File: src/rtl/hrange_arb_pkg.sv
// Shared types and default sizing for the hrange round-robin arbiter.
// The state enum is used by the arbiter FSM.
package hrange_arb_pkg;

  localparam int DEF_W    = 32;
  localparam int DEF_NREQ = 2;

  typedef enum logic [1:0] {
    IDLE   = 2'd0,
    LAUNCH = 2'd1,
    RUN    = 2'd2,
    DONE   = 2'd3
  } arb_state_e;

endpackage

File: src/rtl/hrange_arbiter_rr_pick.sv
// Combinational round-robin picker: the first set request bit at or above rr_ptr,
// wrapping modulo NREQ. It returns the one-hot grant, the binary index and an any-request flag.
module rr_pick #(
  parameter  int NREQ = 2,
  localparam int IW   = (NREQ > 1) ? $clog2(NREQ) : 1
) (
  input  logic [NREQ-1:0] req,
  input  logic [IW-1:0]   rr_ptr,
  output logic [NREQ-1:0] grant,
  output logic [IW-1:0]   index,
  output logic            any
);

  logic [2*NREQ-1:0] dbl;
  logic [NREQ-1:0]   rot;
  logic [IW:0]       sum;

  // Bit k of rot corresponds to requester (rr_ptr + k) mod NREQ.
  assign dbl = {req, req} >> rr_ptr;
  assign rot = dbl[NREQ-1:0];

  always_comb begin
    any = |req;
    sum = '0;
    for (int k = NREQ - 1; k >= 0; k--) begin
      if (rot[k]) sum = (IW+1)'(rr_ptr) + (IW+1)'(k);
    end
    if (sum >= (IW+1)'(NREQ)) sum = sum - (IW+1)'(NREQ);
    index = sum[IW-1:0];
  end

  generate
    for (genvar gi = 0; gi < NREQ; gi++) begin : g_grant
      assign grant[gi] = any && (index == IW'(gi));
    end
  endgenerate

endmodule

File: src/rtl/hrange_arbiter.sv
// Time-shares one hrange generator among NREQ requesters, round-robin, one job at a time.
// Arguments are latched at grant. Generator outputs are routed to the owner until it completes.
module hrange_arbiter
  import hrange_arb_pkg::*;
#(
  parameter int NREQ = DEF_NREQ,
  parameter int W    = DEF_W
) (
  input  logic              _clock,
  input  logic              _reset_n,
  input  logic [NREQ-1:0]   req,
  input  logic [NREQ*W-1:0] req_base,
  input  logic [NREQ*W-1:0] req_limit,
  input  logic [NREQ*W-1:0] req_step,
  input  logic [NREQ-1:0]   req_ready,
  output logic [NREQ-1:0]   grant,
  output logic [NREQ-1:0]   out_valid,
  output logic [W-1:0]      out_0,
  output logic [W-1:0]      out_1,
  output logic [NREQ-1:0]   done,
  output logic              gen_reset,
  output logic              gen_start,
  output logic              gen_ready,
  output logic [W-1:0]      gen_base,
  output logic [W-1:0]      gen_limit,
  output logic [W-1:0]      gen_step,
  input  logic              gen_valid,
  input  logic              gen_done,
  input  logic [W-1:0]      gen_0,
  input  logic [W-1:0]      gen_1
);

  localparam int IW = (NREQ > 1) ? $clog2(NREQ) : 1;

  arb_state_e      state_q, state_d;
  logic            gen_reset_q;
  logic [NREQ-1:0] grant_q, grant_d;
  logic [NREQ-1:0] done_q, done_d;
  logic [IW-1:0]   idx_q, idx_d;
  logic [IW-1:0]   rr_ptr_q, rr_ptr_d;
  logic [W-1:0]    base_q, base_d;
  logic [W-1:0]    limit_q, limit_d;
  logic [W-1:0]    step_q, step_d;

  logic [NREQ-1:0] pick_grant;
  logic [IW-1:0]   pick_idx;
  logic            pick_any;

  rr_pick #(.NREQ(NREQ)) u_pick (
    .req    (req),
    .rr_ptr (rr_ptr_q),
    .grant  (pick_grant),
    .index  (pick_idx),
    .any    (pick_any)
  );

  assign gen_reset = gen_reset_q;
  assign gen_start = (state_q == LAUNCH) && !gen_reset_q;
  assign gen_ready = (state_q == RUN) && req_ready[idx_q];
  assign gen_base  = base_q;
  assign gen_limit = limit_q;
  assign gen_step  = step_q;
  assign grant     = grant_q;
  assign done      = done_q;
  assign out_0     = gen_0;
  assign out_1     = gen_1;

  generate
    for (genvar gi = 0; gi < NREQ; gi++) begin : g_out_valid
      assign out_valid[gi] = (state_q == RUN) && grant_q[gi] && gen_valid && req_ready[gi];
    end
  endgenerate

  always_comb begin
    state_d  = state_q;
    grant_d  = grant_q;
    done_d   = '0;
    idx_d    = idx_q;
    rr_ptr_d = rr_ptr_q;
    base_d   = base_q;
    limit_d  = limit_q;
    step_d   = step_q;
    case (state_q)
      IDLE: begin
        // The generator must have seen its reset before the first job is handed to it.
        if (!gen_reset_q && pick_any) begin
          grant_d = pick_grant;
          idx_d   = pick_idx;
          base_d  = req_base[int'(pick_idx) * W +: W];
          limit_d = req_limit[int'(pick_idx) * W +: W];
          step_d  = req_step[int'(pick_idx) * W +: W];
          state_d = LAUNCH;
        end
      end
      LAUNCH: state_d = RUN;
      RUN: begin
        if (gen_done && gen_ready) begin
          done_d   = grant_q;
          grant_d  = '0;
          rr_ptr_d = (idx_q == IW'(NREQ - 1)) ? '0 : idx_q + IW'(1);
          state_d  = DONE;
        end
      end
      DONE:    state_d = IDLE;
      default: state_d = IDLE;
    endcase
  end

  always_ff @(posedge _clock or negedge _reset_n) begin
    if (!_reset_n) begin
      state_q     <= IDLE;
      gen_reset_q <= 1'b1;
      grant_q     <= '0;
      done_q      <= '0;
      idx_q       <= '0;
      rr_ptr_q    <= '0;
      base_q      <= '0;
      limit_q     <= '0;
      step_q      <= '0;
    end else begin
      gen_reset_q <= 1'b0;
      state_q     <= state_d;
      grant_q     <= grant_d;
      done_q      <= done_d;
      idx_q       <= idx_d;
      rr_ptr_q    <= rr_ptr_d;
      base_q      <= base_d;
      limit_q     <= limit_d;
      step_q      <= step_d;
    end
  end

endmodule

File: config.mk
export PLATFORM = sky130hd
export DESIGN_NAME = hrange_arbiter
export DESIGN_NICKNAME = d
export VERILOG_FILES = /design/src/rtl/hrange_arb_pkg.sv /design/src/rtl/hrange_arbiter_rr_pick.sv /design/src/rtl/hrange_arbiter.sv
export SDC_FILE = /design/constraint.sdc
export NUM_CORES = 1
export LEC_CHECK = 0
export ABC_AREA = 1
export BUFFER_PORTS_ARGS = -buffer_cell sky130_fd_sc_hd__clkbuf_2
export CAP_MARGIN = 25
export CELL_PAD_IN_SITES_DETAIL_PLACEMENT = 1
export CELL_PAD_IN_SITES_GLOBAL_PLACEMENT = 1
export CORE_AREA = 2 2 169 171
export DETAILED_ROUTE_END_ITERATION = 16
export DIE_AREA = 0 0 171 173
export PLACE_DENSITY_LB_ADDON = 0.1
export SETUP_SLACK_MARGIN = 0.2
export SYNTH_ARGS = -nofsm -noshare
export SYNTH_HDL_FRONTEND = slang
export SYNTH_SLANG_ARGS = --single-unit
File: constraint.sdc
create_clock -name _clock -period 1.66 [get_ports _clock]
set_input_delay 0.332 -clock _clock [delete_from_list [all_inputs] [get_ports _clock]]
set_output_delay 0.332 -clock _clock [all_outputs]
set_load 0.03 [all_outputs]
==> impl_metrics.csv <==
group,metric,value,unit
cells_and_area,drive_gt1_share,45.8,%
power_and_ir_drop,combPwrFrac,56.9,%
worst_setup_path,startpoint_type,"flop",
worst_setup_path,cp_slowest_cell,"dfrtp_1",
synth,yosys_register_bits,105,
worst_setup_path,crit_fanout,3,
place,place_congestion,0.732,
synth,async_flop_share,100,%
place,dp_hpwl,15200,um
route,drc,0,
synth,synth_edf_count,0,
die,die_w,171,um
synth,syn_area,5290,sq um
synth,syn_inst,651,
timing,setup_viol,66,
synth,ys_seq_area_share,49.7,%
synth,yosys_warnings,0,
clocking,clk_latency,0.36,ns
clocking,clk_pin_slew,0.08,ns
place,dpl_worst_slack,0.0773,ns
die,die-area,29600,sq um
min_path,hold_class,"in2reg",
place,port_buffers,304,
power_and_ir_drop,power_frac_seq,28.9,%
power_and_ir_drop,p_int,8.04,mW
clocking,cts.path.max_buffers,2,
global_routing,grt_start_max_net_pins,57,
die,core,27600,sq um
synth,synth_top_area_cell,"dfrtp_1",
cells_and_area,antenna-diode-count,0,
power_and_ir_drop,p_leak,4.17,nW
route,wl_per_cell,19.3,um
synth,ys_top_cells_by_count,"nand2_1 (118), dfrtp_1 (104), nor2_1 (104)",
timing,slew_violations,0,
die,initial_utilization,19.2,%
die,die_h,173,um
route,routed_wl,25300,um
timing,period_minus_slack,1.76,ns
route,ant_nets,0,
cells_and_area,nets,1196,
cells_and_area,syn_to_final_growth,57.4,%
worst_setup_path,arrival,1.42,ns
worst_setup_path,critPathKind,"reg2out",
synth,synth_cell_types,21,
timing,rsz0062_at_grt,"true",
timing,fin_crit_sh,106,%
route,drtIter0Drc,222,
worst_setup_path,ff2ff_setup_slack,-0.03,ns
job,max-cap-violations,0,
global_routing,grt_pass1_vias,5906,
place,placed_cells,1251,
clocking,cts_root_buffer,"clkbuf_16",
route,first_pass_iters,4,
power_and_ir_drop,p_sw,7.22,mW
power_and_ir_drop,peakVddDrop,0.416,mV
die,ioPinCount,433,
synth,synthTopCellsByArea,"dfrtp_1 (49%), buf_4 (10%), o21ai_0 (9.5%), o21ai_1 (8.9%), nand2_1 (8.4%)",
worst_setup_path,endpoint_kind,"output pin",
timing,finalWorstSetupSlack,-0.0966,ns
run_status,status,"complete, but fails checks",
cells_and_area,fin_cells,1311,
timing,clock-skew-final,0.0104,ns
global_routing,antenna_found_initial,0,
synth,ys.flop_type,"dfrtp_1",
worst_setup_path,crit_family,"flip-flops",
route,via_per_inst,4.21,
worst_setup_path,critical_path_buf_inv_count,3,
power_and_ir_drop,p_per_area,1830,nW/um^2
synth,syn_area_per_cell,8.13,sq um
power_and_ir_drop,clockPowerShare,14.1,%
worst_setup_path,crit_chain,"inv_2, buf_6, ha_4, nand2_2, nor2_2, clkbuf_8",
global_routing,grtUsageTotal,16.3,%
run_status,violations,"setup timing",
worst_setup_path,crit_required,1.33,ns
route,vias,5518,
synth,synth_top_area_share,49.2,%
global_routing,overflow,0,
clocking,cts_max_level,3,
synth,synth_nets,918,
timing,final_hold_viol_count,0,
clocking,cts_inserted_buffers,9,
worst_setup_path,critical-path-max-stage-delay,0.40,ns
global_routing,grt_pass1_wl,36100,um
timing,timing.fmax,0.569,GHz
clocking,cts_tree,"done",
clocking,clock-sinks,105,
power_and_ir_drop,swShare,47.3,%
die,rows,61,
synth,synth_most_common_cell,"nand2_1",
==> final cells by class <==
type,count,area [sq um]
Sequential cell,105,2630
Clock inverter,5,38.8
Timing Repair Buffer,369,2760
Fill cell,3331,19300
Timing Repair inverter,2,46.3
Clock buffer,10,239
Multi-Input combinational cell,430,2080
Tap cell,378,473
Inverter,12,75.1
==> worst paths after layout <==
check | from | endpoint | depth (start not counted)
min in group asynchronous | _reset_n | gen_limit[10]$_DFFE_PN0P_ | 2
min reg2reg | gen_base[7]$_DFFE_PN0P_ | gen_base[7]$_DFFE_PN0P_ | 2
min | req_base[24] | gen_base[24]$_DFFE_PN0P_ | 3
max in group asynchronous | _reset_n | gen_limit[24]$_DFFE_PN0P_ | 3
max | state_q[0]$_DFFE_PN0P_ | out_valid[0] | 6
max reg2reg | state_q[0]$_DFFE_PN0P_ | gen_step[6]$_DFFE_PN0P_ | 10
==> power by group through the flow <==
stage | logic [mW] | registers (mW) | clock network, mW
finish | 8.69 | 4.42 | 2.16
global route | 9.45 | 4.60 | 2.37
CTS | 8.03 | 4.42 | 2.28
detailed placement | 6.89 | 4.45 | 0
global placement | 6.92 | 4.44 | 0
floorplan | 2.40 | 6.62 | 0
==> cells by family (layout without fill, tap and decap cells) <==
kind of cell	count (synthesis)	after routing	share of synthesized area [%]
adders and majority gates	3	3	0.709
buffers and inverters	116	398	14.3
and+or+nand+nor	229	229	16.5
DFF	105	105	49.7
AOI/OAI and AO/OA	197	197	18.7
other	1	1	0.0708
==> sequential cells by signal, indices dropped and copies added (netlist names) <==
signal / cells
gen_base: 32
gen_limit: 32
gen_step: 32
done: 2
grant: 2
state_q: 2
gen_reset: 1
idx_q: 1
rr_ptr_q: 1
==> per-stage QoR <==
step	TNS (ns)	hold WS (ns)	util [%]	power [mW]	instance area, sq um
CTS	-0.594	0.208	28.4	14.7	7850
finish	-1.16	0.215	30.2	15.3	8330
global placement	0	0.206	25.0	11.4	6900
floorplan	0	0.0364	-	9.02	5310
global route	-11.00	0.213	30.2	16.4	8330
detailed placement	0	0.204	25.0	11.3	6900
==> routing by layer <==
| layer | vias to the layer above | routed length, um | track usage, % |
|---|---|---|---|
| li1 | 2632 | - | - |
| met1 | 2591 | 10400 | 19.9 |
| met2 | 261 | 12000 | 26.7 |
| met3 | 34 | 2480 | 6.04 |
| met4 | 0 | 364 | 4.41 |
| met5 | - | 0 | 0 |
==> timing repair <==
item                       in CTS  in global routing
hold buffers                    1                  0
pin swaps                       8                 29
setup endpoints to repair     103                106
gates resized for setup        53                 82
cloned                         15                 11
buffers inserted               12                  6
hold endpoints to repair        9                  0
==> tightest hold or removal path, cell delays in order <==
cell,delay [ns]
clkbuf_2,0.07
nor2_1,0.03
o21ai_1,0.10
==> layout by cell type (no fill, tap or decap), types with 13 or more instances in the layout <==
cell type	n
clkbuf_16	18
buf_16	16
clkbuf_2	298
nand2_2	13
o21ai_1	127
nand2_1	104
o21ai_0	60
buf_12	14
buf_4	15
nor2_1	100
dfrtp_1	104
Power figures use the tool's default switching activity.
